[src/rtl/apb_master.sv]
// APB requester: turns cmd_* requests into IDLE/SETUP/ACCESS transfers.
// Optional ACCESS timeout abort enabled by defining APB_MASTER_TIMEOUT_EN.
`timescale 1ns/1ps
module apb_master #(
    parameter int ADDR_WIDTH = 8,
    parameter int DATA_WIDTH = 8,
    parameter int TIMEOUT    = 16
) (
    input  logic                  clk,
    input  logic                  rst,
    input  logic                  cmd_valid,
    output logic                  cmd_ready,
    input  logic                  cmd_write,
    input  logic [ADDR_WIDTH-1:0] cmd_addr,
    input  logic [DATA_WIDTH-1:0] cmd_wdata,
    output logic                  rsp_valid,
    output logic [DATA_WIDTH-1:0] rsp_rdata,
    output logic                  rsp_err,
    output logic [ADDR_WIDTH-1:0] paddr,
    output logic                  pwrite,
    output logic                  psel,
    output logic                  penable,
    output logic [DATA_WIDTH-1:0] pwdata,
    output logic                  pstrb,
    input  logic [DATA_WIDTH-1:0] prdata,
    input  logic                  pready,
    input  logic                  pslverr
);

    typedef enum logic [1:0] {
        IDLE,
        SETUP,
        ACCESS
    } state_t;

    state_t                state, state_d;
    logic                  cmd_ready_d;
    logic                  psel_d;
    logic                  penable_d;
    logic                  pwrite_d;
    logic                  pstrb_d;
    logic [ADDR_WIDTH-1:0] paddr_d;
    logic [DATA_WIDTH-1:0] pwdata_d;
    logic                  rsp_valid_d;
    logic [DATA_WIDTH-1:0] rsp_rdata_d;
    logic                  rsp_err_d;

    if (TIMEOUT < 1) begin : g_tmo_range
        $error("apb_master: TIMEOUT must be at least 1");
    end

`ifdef APB_MASTER_TIMEOUT_EN
    localparam int CNT_W = $clog2(TIMEOUT + 1);

    logic [CNT_W-1:0] tmo_cnt, tmo_cnt_d;
    logic             tmo_hit;

    // this low-pready cycle is the one that brings the count to TIMEOUT
    assign tmo_hit = (tmo_cnt == CNT_W'(TIMEOUT - 1));
`endif

    // next state and next register values for every output
    always_comb begin
        state_d     = state;
        cmd_ready_d = cmd_ready;
        psel_d      = psel;
        penable_d   = penable;
        pwrite_d    = pwrite;
        pstrb_d     = pstrb;
        paddr_d     = paddr;
        pwdata_d    = pwdata;
        rsp_valid_d = 1'b0;
        rsp_rdata_d = rsp_rdata;
        rsp_err_d   = rsp_err;
`ifdef APB_MASTER_TIMEOUT_EN
        tmo_cnt_d   = tmo_cnt;
`endif
        unique case (state)
            IDLE: begin
                if (cmd_valid && cmd_ready) begin
                    state_d     = SETUP;
                    cmd_ready_d = 1'b0;
                    psel_d      = 1'b1;
                    penable_d   = 1'b0;
                    pwrite_d    = cmd_write;
                    pstrb_d     = cmd_write;
                    paddr_d     = cmd_addr;
                    pwdata_d    = cmd_wdata;
                end
            end
            SETUP: begin
                state_d   = ACCESS;
                penable_d = 1'b1;
`ifdef APB_MASTER_TIMEOUT_EN
                tmo_cnt_d = '0;
`endif
            end
            ACCESS: begin
                // pready is checked first so it wins over a same-edge timeout
                if (pready) begin
                    state_d     = IDLE;
                    cmd_ready_d = 1'b1;
                    psel_d      = 1'b0;
                    penable_d   = 1'b0;
                    rsp_valid_d = 1'b1;
                    rsp_rdata_d = pwrite ? '0 : prdata;
                    rsp_err_d   = pslverr;
                end
`ifdef APB_MASTER_TIMEOUT_EN
                else if (tmo_hit) begin
                    state_d     = IDLE;
                    cmd_ready_d = 1'b1;
                    psel_d      = 1'b0;
                    penable_d   = 1'b0;
                    rsp_valid_d = 1'b1;
                    rsp_rdata_d = '0;
                    rsp_err_d   = 1'b1;
                end else begin
                    tmo_cnt_d = tmo_cnt + 1'b1;
                end
`endif
            end
            default: begin
                state_d     = IDLE;
                cmd_ready_d = 1'b1;
                psel_d      = 1'b0;
                penable_d   = 1'b0;
            end
        endcase
    end

    // state and all outputs are registered; reset forces IDLE at once
    always_ff @(posedge clk or posedge rst) begin
        if (rst) begin
            state     <= IDLE;
            cmd_ready <= 1'b1;
            psel      <= 1'b0;
            penable   <= 1'b0;
            pwrite    <= 1'b0;
            pstrb     <= 1'b0;
            paddr     <= '0;
            pwdata    <= '0;
            rsp_valid <= 1'b0;
            rsp_rdata <= '0;
            rsp_err   <= 1'b0;
        end else begin
            state     <= state_d;
            cmd_ready <= cmd_ready_d;
            psel      <= psel_d;
            penable   <= penable_d;
            pwrite    <= pwrite_d;
            pstrb     <= pstrb_d;
            paddr     <= paddr_d;
            pwdata    <= pwdata_d;
            rsp_valid <= rsp_valid_d;
            rsp_rdata <= rsp_rdata_d;
            rsp_err   <= rsp_err_d;
        end
    end

`ifdef APB_MASTER_TIMEOUT_EN
    // count of ACCESS cycles spent waiting on pready
    always_ff @(posedge clk or posedge rst) begin
        if (rst) tmo_cnt <= '0;
        else     tmo_cnt <= tmo_cnt_d;
    end
`endif

endmodule

[config.mk]
export PLATFORM = sky130hd
export DESIGN_NAME = apb_master
export DESIGN_NICKNAME = d
export VERILOG_FILES = /design/src/rtl/apb_master.sv
export SDC_FILE = /design/constraint.sdc
export NUM_CORES = 1
export LEC_CHECK = 0
export ABC_AREA = 1
export CAP_MARGIN = 20
export CORE_MARGIN = 2
export CORE_UTILIZATION = 38
export CTS_BUF_LIST = sky130_fd_sc_hd__clkbuf_4 sky130_fd_sc_hd__clkbuf_8
export CTS_CLUSTER_SIZE = 28
export DETAILED_ROUTE_END_ITERATION = 10
export GPL_ROUTABILITY_DRIVEN = 0
export GPL_TIMING_DRIVEN = 0
export PLACE_DENSITY = 0.82
export SYNTH_ARGS = -nofsm -noshare
export SYNTH_HDL_FRONTEND = slang
export SYNTH_SLANG_ARGS = --single-unit
[constraint.sdc]
create_clock -name clk -period 1.3 [get_ports clk]
set_clock_uncertainty 0.2 [all_clocks]
set_input_delay 0.195 -clock clk [delete_from_list [all_inputs] [get_ports clk]]
set_output_delay 0.195 -clock clk [all_outputs]
set_load 0.01 [all_outputs]
---- Word level (Yosys, flattened, before mapping) ----
Cells that the tools add are included.
cells by class
  shift-type cells ........................ 0
  reductions and logical operators ........ 6
  magnitude comparators ................... 0
  equality and inequality tests ........... 4
  bitwise operators ....................... 1
  $add $sub $neg .......................... 0
  mux-type cells .......................... 13
  multiply operators ...................... 0
  div/mod/pow operators ................... 0
operators with widths
  cell                count
  $pmux 1 s3          3
  $mux 8              1
  $mux 1              6
  $pmux 2 s3          1
  $reduce_and 2->1    3
  $mux 2              2
  $ne 2x2->1 const B  2
  $reduce_and 3->1    1
  $eq 2x1->1 const B  1
  $eq 2x2->1 const B  1
  $logic_not 2->1     1
  $logic_and 1x1->1   1
  $not 1->1           1
storage, ports and cells
  RAM bits ................................ 0
  ROM bits ................................ 0
  register bits ........................... 32
  bits in latches ......................... 0
  logic and storage cells ................. 34
  memories ................................ 0

---- Depth between registers and ports, before layout ----
Gate-level depths: netlist (run 1).
  word-level depth ........................ 3
  depth in mapped cells ................... 6
  depth with buffers taken out ............ 5

---- Worst setup path after synthesis (run 1) ----
OpenSTA, ideal clock, no wires.
  path kind ............................... register to register
  from .................................... register cmd_ready
  to ...................................... register pstrb
  setup time .............................. 0.117 ns
  path slack .............................. -0.029 ns
  stages on the path, launching flop included .. 7
  required time ........................... 0.983 ns
  arrival time ............................ 1.012 ns
  cells stage by stage .................... dfstp_2 > nand2_1 > clkinv_1 > nand2_2 > buf_6 > nand2_1 > nand2_1
between the ends
  word-level cells in the longest chain between the ends .. 2
ends and longest elaborated chain
  element                     line  text
  start, declared             12    output logic cmd_ready,
  start signal, assigned      148   cmd_ready <= cmd_ready_d;
  $logic_and 1x1->1           80    if (cmd_valid && cmd_ready) begin
  $reduce_and 2->1 (no line)  -
  end signal, assigned        152   pstrb <= pstrb_d;
  end, declared               24    output logic pstrb,
No other way between the ends.
A chain may end at the register's enable or synchronous reset.

---- Worst setup path after layout (run 1) ----
  from .................................... register cmd_ready
  to ...................................... output port cmd_ready
No word-level cell between the ends.

==> results.cfg, run 1 <==
[outcome]
status = finished with violations
violations = hold timing, setup timing

[detailed_routing]
wl_per_cell_um = 11.70
routed_wl_um = 3393
ant_nets = 0
num_vias = 1262
drtIter0Drc = 46
drc = 0
first_pass_iters = 4
avgViaCountPerCell = 4.352

[die]
rows = 21
die_height_um = 62.58
start_util_pct = 39.38
boundaryPins = 61
dieArea_um2 = 3916
coreArea_um2 = 3311
dieWidth_um = 62.58

[grt]
grt_first_pass_wirelength_um = 5595
met2_usage_pct = 32.12
grtUsageTotal_pct = 18.49
busiest_layer = met2
grt_pass1_vias = 1219
antenna_found_initial = 0
grtUsageMet1_pct = 21.79
grt-ovfl-total = 0
met3_usage_pct = 6.306
grt_start_max_net_pins = 21

[final_layout]
antennaDiodeCount = 0
stdcell_count = 290
syn2layout_area_growth_pct = 70.83
final_area_um2 = 2227
nNetsFinal = 273
utilization_pct = 67.27
drive_gt1_share_pct = 41.80

[clock_tree]
path_clk_slew_ps = 100
cts_buffers = 5
clock_latency_ps = 330
htreeDepth = 2
cts_tree = built
clk_path_buf_depth = 2
cts-root-buf = clkbuf_4
cts_sinks = 31

[logic_synthesis]
netlist_instances = 150
ys_ff_latch = 31
ys_warn_count = 0
seq_area_frac_synth_pct = 59.60
syn_nets = 180
synth_area_um2 = 1304
synth.avg_cell_area_um2 = 8.692
synthDistinctLibCells = 17

[critical_path]
cp-start-kind = flop
worstSetupPathType = flop to output port
path_cells = buf_6
cpLargestDelayFamily = flip-flops
cp_max_fo = 3
critPathMaxStageDelay_ps = 580
cp.required_ps = 900
end_kind = output port
cp.arrival_ps = 1010
rr_worst_depth = 6
crit_slowest_cell = dfstp_2
path_buf_inv = 1
crit_cells = 1

[min_path]
worstHoldPathType = input pin to async pin

[sta]
max-slew-margin-rel_pct = 64.63
fin_crit_sh_pct = 108.2
period_needed_ps = 1407
max_freq_mhz = 710.7
drv_slew = 0
timing.final.ws_setup_ps = -107.1
holdWs_ps = -11.43
setup_violations = 21
tns_ps = -1174
rsz0062_at_grt = true
tightest_slew_ps = 529.9
finalHoldViolCount = 11

[placed_design]
dpl_cell_area_um2 = 1993
place_inst = 257
place_ws_ps = -323.2
hpwl_um = 2255
port_buffers = 60

[run]
cap_violations = 0

[pwr]
ir_worst_vdd_uv = 619.1
p_leak_nw = 1.303
p_per_area_nw_per_um2 = 848.0
[layer usage]
layer  vias to the layer above  share of wire (%)  wire length [um]
met5                         -                  0                 0
met4                         0               0.41                14
met3                         2                5.2               176
met2                        41                 53              1801
met1                       573                 41              1400
li1                        646                  -                 -
[registers in the layout, indices dropped and copies added, names as in the netlist, 2 cells and up]
name,flops
rsp_rdata,8
state,2
pwdata,8
paddr,8
[timing repair]
action | CTS | global route
setup endpoints to repair | 53 | 46
hold endpoints to repair | 4 | 4
pin swaps | 3 | 4
buffers inserted | 14 | 9
gates cloned | 2 | 0
resized for setup | 148 | 16
[per-stage QoR]
step,power (W),hold slack (ps)
final,0.001889,-11.43
after floorplan,0.001011,97.77
after global placement,0.001104,254.1
after CTS,0.001898,-5.050
after detailed placement,0.001116,257.7
after global routing,0.001963,-0.1207
[cells in the mapped netlist (all sizes together)]
cell	n	area, um^2
nand2	58	220.2
dfrtp	30	750.7
nand3	27	140.1
inv	14	52.55
nor2	10	47.55
buf	6	47.54
and2	1	6.260
clkbuf	1	3.750
clkinv	1	3.750
dfstp	1	26.28
o21ai	1	5.000
[report_power, final]
part	total, W	leakage [nW]	switching, W	internal [W]
combinational	0.000132	0.829	0.0000430	0.0000887
clock	0.000793	0.0482	0.000339	0.000454
sequential	0.000964	0.426	0	0.000964
total	0.00189	1.30	0.000382	0.00151
[cell usage in the layout, fill, tap and decap left out, drive strengths merged]
cell	count
buf	63
nand2	58
dfrtp	30
clkdlybuf4s50	29
nand3	27
inv	14
nor2	10
clkbuf	7
clkinv	2
o21ai	1
and2	1
bufinv	1
dfstp	1
[area by class of cell]
class / instances / area [um^2]
inverter: 15 / 61.31
clock buffer: 6 / 51.30
multi-input combinational: 97 / 489.2
clock inverter: 2 / 35.03
fill: 307 / 1084
buffer: 7 / 62.56
sequential: 31 / 779.5
timing repair buffer: 86 / 690.7
tap: 46 / 57.56
[final timing paths]
check	startpoint	to	slack [ps]
worst max register to register	state[1]	pwdata[4]	-70
worst max-delay path	cmd_ready	cmd_ready	-110
worst min-delay path	rst	pwdata[6]	-10
min in group clk	cmd_addr[1]	paddr[1]	200
worst min register to register	rsp_rdata[0]	rsp_rdata[0]	280
max in group asynchronous	rst	cmd_ready	360
[kinds of logic after synthesis]
| family | synth area share [%] |
|---|---|
| flops | 59.60 |
| compound gates | 0.3835 |
| simple gates | 31.77 |
| buf+inv | 8.252 |
Note: power is estimated with default switching activity, not from simulation.
==> run 2: changes to the inputs <==
- CORE_UTILIZATION: 38 -> 30
- PLACE_DENSITY: 0.82 -> 0.68
==> run 2 against run 1 <==
Effect of this change:
- hold slack improved by 72 ps
- fmax up 4.0%
- critical endpoint is now paddr[5]
- sequential cell count unchanged
- sequential power is essentially flat
- first-iteration DRC count increased by 30%
- the flow finishes with violations (setup timing)
- critical path type is now flop to flop
- via count shrank 1.7%
- die area rose by 25%
- non-clock buffer count fell by 13
==> results.cfg, run 2 (same netlist as run 1, synthesis figures left out) <==
[die]
dieWidth_um = 69.92
coreArea_um2 = 4086
start_util_pct = 31.90
rows = 23
die_height_um = 69.92
boundaryPins = 61
dieArea_um2 = 4889

[critical_path]
end_kind = flop
path_cells = nand2_2 > clkinv_4 > nand2_8 > buf_6 > nand2_1 > nand2_1
cpLargestDelayFamily = flip-flops
critPathMaxStageDelay_ps = 560
worstSetupPathType = flop to flop
crit_cells = 6
cp-start-kind = flop
crit_slowest_cell = dfstp_2
path_buf_inv = 2
cp_max_fo = 5
cp.arrival_ps = 1320
path_common_cell = nand2_1
cp.required_ps = 1270
rr_worst_depth = 6

[grt]
grt_first_pass_wirelength_um = 5927
grtUsageMet1_pct = 18.20
grt-ovfl-total = 0
met3_usage_pct = 4.906
met2_usage_pct = 26.35
busiest_layer = met2
antenna_found_initial = 0
grt_pass1_vias = 1304
grtUsageTotal_pct = 15.47
grt_start_max_net_pins = 21

[min_path]
worstHoldPathType = input pin to async pin

[detailed_routing]
drc = 0
routed_wl_um = 3500
first_pass_iters = 4
ant_nets = 0
wl_per_cell_um = 12.41
drtIter0Drc = 60
num_vias = 1241
avgViaCountPerCell = 4.401

[sta]
tns_ps = -360.0
timing.final.ws_setup_ps = -53.35
max_freq_mhz = 738.9
tightest_slew_ps = 535.0
finalHoldViolCount = 0
rsz0062_at_grt = true
fin_crit_sh_pct = 104.1
setup_violations = 18
max-slew-margin-rel_pct = 64.30
holdWs_ps = 60.23
period_needed_ps = 1353
drv_slew = 0

[final_layout]
final_common_cell = nand2_1
top_regs = paddr x8, pwdata x8, rsp_rdata x8
nNetsFinal = 261
antennaDiodeCount = 0
utilization_pct = 53.40
syn2layout_area_growth_pct = 67.37
final_cell_mix = nand2_1 (39), clkdlybuf4s50_1 (29), dfrtp_1 (28), nand3_1 (26), buf_2 (20)
drive_gt1_share_pct = 37.93
stdcell_count = 282

[placed_design]
place_ws_ps = -339.1
place_inst = 261
port_buffers = 60
hpwl_um = 2243

[outcome]
status = finished with violations
violations = setup timing

[clock_tree]
clock_latency_ps = 280
htreeDepth = 2
cts-root-buf = clkbuf_8
cts_sinks = 31
cts_tree = built
cts_buffers = 5
clk_path_buf_depth = 2
path_clk_slew_ps = 70

[pwr]
p_per_area_nw_per_um2 = 953.9
p_leak_nw = 1.247
ir_worst_vdd_uv = 646.4

[run]
cap_violations = 0
==> run 2: changes by cell type in the layout (fill, tap and decap cells not counted), moves of 3 or more <==
| cell | delta |
|---|---|
| buf_4 | -12 |
| buf_2 | -9 |
| clkbuf_2 | +8 |
| clkbuf_4 | -5 |
| clkbuf_8 | +5 |
| nand2_1 | +3 |
| nand2_2 | -3 |
==> run 2: worst paths after layout <==
path | to | slack (ps) | startpoint
setup / recovery | paddr[5] | -50 | cmd_ready
hold / removal | pwdata[1] | 60 | rst
setup reg to reg | paddr[5] | -50 | cmd_ready
hold reg to reg | psel | 270 | psel
max in group asynchronous | cmd_ready | 270 | rst
min in group clk | paddr[0] | 260 | cmd_addr[0]
==> run 2: final cells by class <==
type                            instances  area (um^2)
Fill cell                             411         1904
Timing Repair Buffer                   74        599.3
Tap cell                               50        62.56
Buffer                                  6        57.56
Clock inverter                          2        35.03
Multi-Input combinational cell         98        504.2
Sequential cell                        31        779.5
Inverter                               15        61.31
Clock buffer                            6        82.58
==> run 2: per-stage QoR <==
stage,area (um^2),total power [W]
CTS,2166,0.002110
global route,2182,0.002174
finish,2182,0.002082
detailed placement,1998,0.001117
global placement,1971,0.001106
floorplan,1308,0.001011
==> run 2: repair_timing <==
item                       CTS  global route
setup buffers                4             7
hold buffers                 0             0
pin swaps                    1             4
setup endpoints to repair   58            48
gates cloned                 2             1
gates resized for setup    111            45
==> run 2: power breakdown <==
part	switching, W	internal, W	total (W)
combinational	0.0000449	0.0000908	0.000136
clock	0.000362	0.000620	0.000981
sequential	0	0.000965	0.000965
total	0.000407	0.00167	0.00208
==> run 2: per-layer routing <==
metal | vias up | routed length [um]
li1 | 625 | -
met1 | 573 | 1529
met2 | 37 | 1714
met3 | 6 | 200
met4 | 0 | 56
met5 | - | 0
==> run 3: changes to the inputs <==
- CORE_ASPECT_RATIO: unset -> 2
==> run 3 against run 2 <==
Effect of this change:
- hold slack gained 60 ps
- critical path depth is the same
- count of clock-buffer cells in the layout is the same
- highest routed layer unchanged
- the flow still finishes with violations (setup timing)
- combinational power is essentially flat
- sequential share of layout area shrank 1.0 points
- register-to-register slack is essentially flat
- critical endpoint is now pwdata[7]
- clock power shrank 22%
- sequential cell count is the same
- non-clock buffer count grew 3
- via count grew 7.0%
- first-iteration DRC count shrank 77%
==> results.cfg, run 3 (same netlist as run 1, synthesis figures left out) <==
[final_layout]
syn2layout_area_growth_pct = 72.36
final_cell_mix = nand2_1 (34), clkdlybuf4s50_1 (29), dfrtp_1 (28), buf_2 (24)
area.sequential_um2 = 779.5
fillers = 425
antennaDiodeCount = 0
multi_input_area_um2 = 546.8
final_common_cell = nand2_1
top_regs = paddr x8, pwdata x8, rsp_rdata x8
nNetsFinal = 265
utilization_pct = 52.82
drive_gt1_share_pct = 41.70

[pwr]
p_leak_nw = 1.250
p_per_area_nw_per_um2 = 830.8
ir_worst_vdd_uv = 567.6

[detailed_routing]
drc = 0
wl_per_cell_um = 12.88
num_vias = 1328
drtIter0Drc = 14
avgViaCountPerCell = 4.595
first_pass_iters = 4
ant_nets = 0
routed_wl_um = 3721

[sta]
drv_slew = 0
timing.final.ws_setup_ps = -47.60
tightest_slew_ps = 703.7
fin_crit_sh_pct = 103.7
rsz0062_at_grt = true
max_freq_mhz = 742.1
max-slew-margin-rel_pct = 53.04
period_needed_ps = 1348
setup_violations = 18
holdWs_ps = 120.5
finalHoldViolCount = 0

[critical_path]
reg2reg_setup_slack_ps = -50
worstReg2RegEnd = pwdata[7]
cp_max_fo = 5
setup.worst_path.end = pwdata[7]
worstSetupPathType = flop to flop
cp.required_ps = 1270
rr_worst_depth = 6
r2r_start = cmd_ready
end_kind = flop
critPathMaxStageDelay_ps = 560
startpoint = cmd_ready
cp.arrival_ps = 1320
path_cells = nand2_2 > clkinv_4 > nand2_8 > buf_6 > nand2_2 > nand2_2
crit_slowest_cell = dfstp_2
path_common_cell = nand2_2
cp-start-kind = flop

[clock_tree]
cts-root-buf = clkbuf_8
cts_tree = built
clk_path_buf_depth = 2
cts_sinks = 31
cts_buffers = 5
htreeDepth = 2
path_clk_slew_ps = 60
clock_latency_ps = 280
cts_hold_buf = 0

[die]
die_height_um = 97.23
rows = 34
coreArea_um2 = 4254
boundaryPins = 61
dieArea_um2 = 4921
dieWidth_um = 50.62
start_util_pct = 30.65

[grt]
antenna_found_initial = 0
grt_start_max_net_pins = 17
grt_first_pass_wirelength_um = 5899
grtUsageTotal_pct = 15.59
grt-ovfl-total = 0
grt_pass1_vias = 1346

[placed_design]
port_buffers = 60
hpwl_um = 2347
place_ws_ps = -316.2

[min_path]
worstHoldPathType = input pin to async pin

[run]
cap_violations = 0

[outcome]
status = finished with violations
violations = setup timing
==> run 3: area by class of cell <==
type,count,share of cell area (%)
Buffer,6,2.561
Clock buffer,6,3.675
Clock inverter,1,0.2227
Inverter,15,3.007
Multi-Input combinational cell,99,24.33
Sequential cell,31,34.69
Tap cell,54,3.007
Timing Repair Buffer,77,28.51
==> run 3: routing by layer <==
layer  vias to the layer above  routed length, um  part of all wire (%)  track usage (%)
met5                         -                  0                     0                0
met4                         0                 71                   1.9            7.277
met3                         8                330                   8.9            4.615
met2                        63               1835                    49            25.20
met1                       624               1483                    40            18.57
li1                        633                  -                     -                -
==> run 3: through the flow <==
step	std cells	instance area [um^2]	power, W	setup TNS (ps)
final	289	2247	0.001867	-513.1
after global routing	289	2247	0.001930	-1604
after CTS	280	2147	0.001892	-343.9
after detailed placement	265	2003	0.001117	-8126
after global placement	264	1976	0.001107	-22280
after floorplan	150	1308	0.001011	0
==> run 3: timing repair <==
| item | 4_1_cts | 5_1_grt |
|---|---|---|
| gates cloned | 2 | 2 |
| buffers inserted | 6 | 8 |
| resized for setup | 140 | 29 |
| setup endpoints to repair | 55 | 38 |
| pin swaps | 1 | 6 |
==> run 3: worst min-delay path by stage <==
stage	endpoint	slack (ps)	cells after the start
after global placement	pwdata[4]	250	2
after global routing	pwdata[2]	200	2
after floorplan	paddr[0]	100	1
after detailed placement	psel	260	2
after CTS	pwdata[2]	130	2
final	pwdata[2]	120	2
==> run 3: worst max-delay path: cells and delay by family (launching register included) <==
| family | cells | cell delay [ps] |
|---|---|---|
| buffers and inverters | 2 | 220 |
| and+or+nand+nor | 4 | 250 |
| DFF | 1 | 560 |
==> run 3: report_power, final <==
part	total [W]	switching (W)	internal (W)
clock network	0.000764	0.000349	0.000415
logic	0.000139	0.0000488	0.0000898
registers	0.000965	0	0.000965
==> RTL edit 1, RTL diff (settings of run 1) <==
Take the reset off `paddr`, `pwdata` and `rsp_rdata` and load them in a clocked block of their own.
--- a/src/rtl/apb_master.sv
+++ b/src/rtl/apb_master.sv
@@ -138,10 +138,7 @@
             penable   <= 1'b0;
             pwrite    <= 1'b0;
             pstrb     <= 1'b0;
-            paddr     <= '0;
-            pwdata    <= '0;
             rsp_valid <= 1'b0;
-            rsp_rdata <= '0;
             rsp_err   <= 1'b0;
         end else begin
             state     <= state_d;
@@ -150,12 +147,15 @@
             penable   <= penable_d;
             pwrite    <= pwrite_d;
             pstrb     <= pstrb_d;
-            paddr     <= paddr_d;
-            pwdata    <= pwdata_d;
             rsp_valid <= rsp_valid_d;
-            rsp_rdata <= rsp_rdata_d;
             rsp_err   <= rsp_err_d;
         end
+    end
+
+    always_ff @(posedge clk) begin
+        paddr     <= paddr_d;
+        pwdata    <= pwdata_d;
+        rsp_rdata <= rsp_rdata_d;
     end
 
 `ifdef APB_MASTER_TIMEOUT_EN
Function: changed (a bounded check fails within 4 cycles, from zero or initial values and one cycle with rst high).
==> RTL edit 1 against run 1 <==
- the run ends with negative setup slack left
- sequential share of layout area grew 16 points
- first-iteration DRC count shrank 67%
- routed wire length shrank 29%
- core utilization shrank 3.5 points
- setup slack lost 53 ps
- cell area shrank 22%
- synthesized area shrank 16%
- fmax shrank 3.6%
- count of clock-buffer cells in the layout shrank 1
- sequential cell count is the same
- critical endpoint is now pwdata[0]
Power is not compared: it rests on default switching activity, and its combinational part moved more than twofold at a synthesized area within 25%.
==> RTL edit 1: results (changes against run 1) <==
| Metric | Value |
|---|---|
| Routed WL per cell | `13.41 µm (was 11.70 µm)` |
| Regs by FF count | `paddr x8, pwdata x8, rsp_rdata x8 (unchanged)` |
| Vias in the first global route | `753 (was 1219)` |
| Area contributors post-synth | `edfxtp_1 66%, dfrtp_1 14%, inv_1 3.4% (was dfrtp_1 58%, nand2_1 16%, nand3_1 10%)` |
| Total Routing Usage GR | `0.1541 (was 0.1849)` |
| Synth async-reset ratio | `0.2258 (was 1.000)` |
| Final setup margin | `-160.3 ps (was -107.1 ps)` |
| Clk_lat worst skew | `320 ps` |
| Peak fanout along the critical path | `16 (was 3)` |
| Net Count, Synth | `104 (was 180)` |
| Main synth FF type | `edfxtp_1 (was dfrtp_1)` |
| Share of cells above drive strength 1 | `0.3826 (was 0.4180)` |
| Peak VDD IR | `0.001214 V` |
| Final TNS setup | `-2687 ps (was -1174 ps)` |
| Crit path DAT | `1300 ps (was 1010 ps)` |
| Hold path depth | `3` |
| DP Wirelength | `1744 µm (was 2255 µm)` |
| Routed vias/inst | `4.439 (was 4.352)` |
| H-tree Lvls | `2 (unchanged)` |
| Mapped Cells | `74 (was 150)` |
| Actual slew at the worst max-slew pin | `265.3 ps (was 529.9 ps)` |
| First-pass GRT wire length | `3636 µm (was 5595 µm)` |
| Routed vias | `799 (was 1262)` |
| DRT Pass-1 Iters | `4 (unchanged)` |
| Fill cell count | `220 (was 307)` |
| Failing checks | `negative setup slack (was negative hold slack, negative setup slack)` |
| # setup viols final | `18 (was 21)` |
| Post-synth EDFFs | `24 (was 0)` |
| Antenna violations before repair | `0 (unchanged)` |
| R2R depth | `4 (was 6)` |
| Pin count of the biggest net entering global routing | `17 (was 21)` |
| Placed Area | `1744 µm² (was 1993 µm²)` |
| Crit path from | `cmd_ready (unchanged)` |
| Synth Warn # | `0 (unchanged)` |
| CTS buffer count | `5 (unchanged)` |
| Count of different cell masters after synthesis | `15 (was 17)` |
| 1st-iter DRT viols | `15 (was 46)` |
| Status | `finished with violations (unchanged)` |
| Commonest non-fill, non-tap cell in the layout | `buf_2 (was nand2_1)` |
| Switching Power | `991.6 µW` |
| Ant. Diodes | `0 (unchanged)` |
| Placed cells | `165 (was 257)` |
| Commonest cells post-synth | `24 x edfxtp_1, 10 x inv_1, 10 x nor2_1 (was 57 x nand2_1, 30 x dfrtp_1, 26 x nand3_1)` |
| Min-delay worst type | `in2reg (was in2async)` |
| Layout Nets | `179 (was 273)` |
| Min-Delay Startpoint | `cmd_write` |
| Sequential fraction of the synthesis area | `0.8213 (was 0.5960)` |
RTL edit 1: repair_timing:
| item | 4_1_cts | 5_1_grt |
|---|---|---|
| endpoints found under the setup margin | 55 | 23 |
| buffers inserted | 4 | 2 |
| endpoints found under the hold margin | 6 | 0 |
| gates resized for setup | 130 | 1 |
| cloned | 1 | 0 |
| pin swaps | 1 | 0 |
| hold buffers | 1 | 0 |
RTL edit 1: worst max-delay path: stages, from the launching register on:
cell	delay [ps]
dfstp_2	540
buf_6	100
nand2_4	60
nor2_4	120
buf_12	150
RTL edit 1: power groups by stage:
stage,combinational (mW),clock [mW],sequential (mW)
2_1_floorplan,0.384,0,1.61
3_3_place_gp,1.05,0,1.50
3_5_place_dp,1.09,0,1.51
4_1_cts,1.11,0.514,1.45
5_1_grt,1.23,0.554,1.48
6_report,1.14,0.493,1.45
RTL edit 1: area by class of cell:
type | count | area share
clock inverter | 2 | 0.005025
inverter | 13 | 0.02943
buffer | 2 | 0.009332
tap | 31 | 0.02225
timing repair buffer | 67 | 0.3022
multi-input combinational | 28 | 0.09117
sequential | 31 | 0.5147
timing repair inverter | 1 | 0.004307
clock buffer | 5 | 0.02154
RTL edit 1: stage by stage:
stage | utilization | setup WS (ps)
2_1_floorplan | - | -180.5
3_3_place_gp | 0.6380 | -401.9
3_5_place_dp | 0.6380 | -431.0
4_1_cts | 0.6307 | -153.0
5_1_grt | 0.6375 | -192.2
6_report | 0.6375 | -160.3
RTL edit 1: cell families (layout without fill, tap and decap cells):
family	after synthesis	after routing	share of synthesized area
DFF	31	31	0.8213
AOI/OAI and AO/OA	3	3	0.01374
and+or+nand+nor	25	25	0.1088
buffers and inverters	15	90	0.05613
RTL edit 1: final timing paths:
check / to / slack (ps)
max: pwdata[0] / -160
min: pstrb / 210
max reg2reg: pwdata[0] / -160
min reg2reg: psel / 270
max in group asynchronous: cmd_ready / 190
min in group asynchronous: pstrb / 430
RTL edit 1: routing by layer:
layer,vias to the layer above,share of wire,track usage
met5,-,0,0
met4,0,0.012,0.04983
met3,5,0.11,0.08036
met2,43,0.49,0.2565
met1,359,0.39,0.1710
li1,392,-,-
==> RTL edit 2, RTL diff (config.mk and constraints of run 1) <==
Without the edit above. `DATA_WIDTH`: 8 -> 9.
--- a/src/rtl/apb_master.sv
+++ b/src/rtl/apb_master.sv
@@ -3,7 +3,7 @@
 `timescale 1ns/1ps
 module apb_master #(
     parameter int ADDR_WIDTH = 8,
-    parameter int DATA_WIDTH = 8,
+    parameter int DATA_WIDTH = 9,
     parameter int TIMEOUT    = 16
 ) (
     input  logic                  clk,
Interface: changed (resized cmd_wdata, prdata, pwdata and rsp_rdata); port bits go from 61 to 65. The function was not compared with the original's and may differ.
==> RTL edit 2 against run 1 <==
- fmax rose by 3.3%
- critical path depth rose by 5
- setup slack improved by 46 ps
- sequential cell count rose by 2
- critical path type is now reg2reg
- sequential share of layout area rose by 2.0 points
- largest power group unchanged
- synthesized cell count rose by 8.0%
- non-clock buffer count fell by 11
- total power rose by 5.5%
- routed wire length fell by 3.3%
- worst hold slack improved by 73 ps
- the flow finishes with violations (negative setup slack)
- first-iteration DRC count rose by 150%
- synthesized area rose by 8.4%
- cell area rose by 0.67%
- largest cell class unchanged
==> RTL edit 2: results (changes against run 1) <==
| Metric | Value |
|---|---|
| Status | `finished with violations (unchanged)` |
| Failing checks | `negative setup slack (was negative hold slack, negative setup slack)` |
| Sw frac | `0.1974 (was 0.2022)` |
| Routed vias | `1306 (was 1262)` |
| Placed cells | `275 (was 257)` |
| P_int | `1.599 mW (was 1.507 mW)` |
| M1 WL | `1399 µm (was 1400 µm)` |
| LEAKAGE | `1.286 nW (was 1.303 nW)` |
| Fill cell count | `319 (was 307)` |
| M1 GR Usage | `0.2161 (was 0.2179)` |
| Seq pwr | `1.03 mW (was 964 µW)` |
| Clk power | `826 µW (was 793 µW)` |
| # setup viols final | `21 (unchanged)` |
| Total Routing Usage GR | `0.1716 (was 0.1849)` |
| First-pass GRT wire length | `5575 µm (was 5595 µm)` |
| Share of cells above drive strength 1 | `0.3292 (was 0.4180)` |
| Area Growth Syn to Fin | `58.58% (was 70.83%)` |
| Final setup margin | `-61.52 ps (was -107.1 ps)` |
| Wire length on met3 | `226 µm (was 176 µm)` |
| Post-CTS setup buffers | `3 (was 14)` |
| Layout Nets | `274 (was 273)` |
| Sequential fraction of the synthesis area | `0.5850 (was 0.5960)` |
| Post-Route WL | `3280 µm (was 3393 µm)` |
| Net Count, Synth | `194 (was 180)` |
| Met2 WL | `1623 µm (was 1801 µm)` |
| Mapped Cells | `162 (was 150)` |
| Met2 usage | `0.2848 (was 0.3212)` |
| Peak VDD IR | `0.0005040 V (was 0.0006191 V)` |
| Area contributors post-synth | `dfrtp_1 57%, nand2_1 16%, nand3_1 10% (was dfrtp_1 58%, nand2_1 16%, nand3_1 10%)` |
| Pin count of the biggest net entering global routing | `23 (was 21)` |
| Final cell count without fillers | `291 (was 290)` |
| Count of different cell masters after synthesis | `16 (was 17)` |
| Vias in the first global route | `1239 (was 1219)` |
| Peak fanout along the critical path | `5 (was 3)` |
| DP Wirelength | `2287 µm (was 2255 µm)` |
| Clk_lat worst skew | `280 ps (was 330 ps)` |
## RTL edit 2: kinds of logic after synthesis
logic type,share of synthesized area
and+or+nand+nor,0.3044
DFF,0.5850
buffers and inverters,0.1071
AOI/OAI and AO/OA,0.003536
## RTL edit 2: worst paths after layout
path,from,endpoint,depth (start not counted),slack (ps)
setup / recovery,cmd_ready,pstrb,6,-60
hold / removal,rst,pwdata[4],2,60
setup reg to reg,cmd_ready,pstrb,6,-60
hold reg to reg,paddr[6],paddr[6],2,270
max in group asynchronous,rst,cmd_ready,3,280
min in group clk,cmd_addr[1],paddr[1],3,260
## RTL edit 2: area by class of cell
class                      count  area, µm²  share of cell area
timing repair buffer          73      593.1              0.2645
inverter                      16      62.56             0.02790
clock inverter                 1      5.005            0.002232
tap                           48      60.06             0.02679
clock buffer                   7      96.34             0.04297
buffer                         9      102.6             0.04576
sequential                    33      829.5              0.3700
multi-input combinational    104      493.0              0.2199
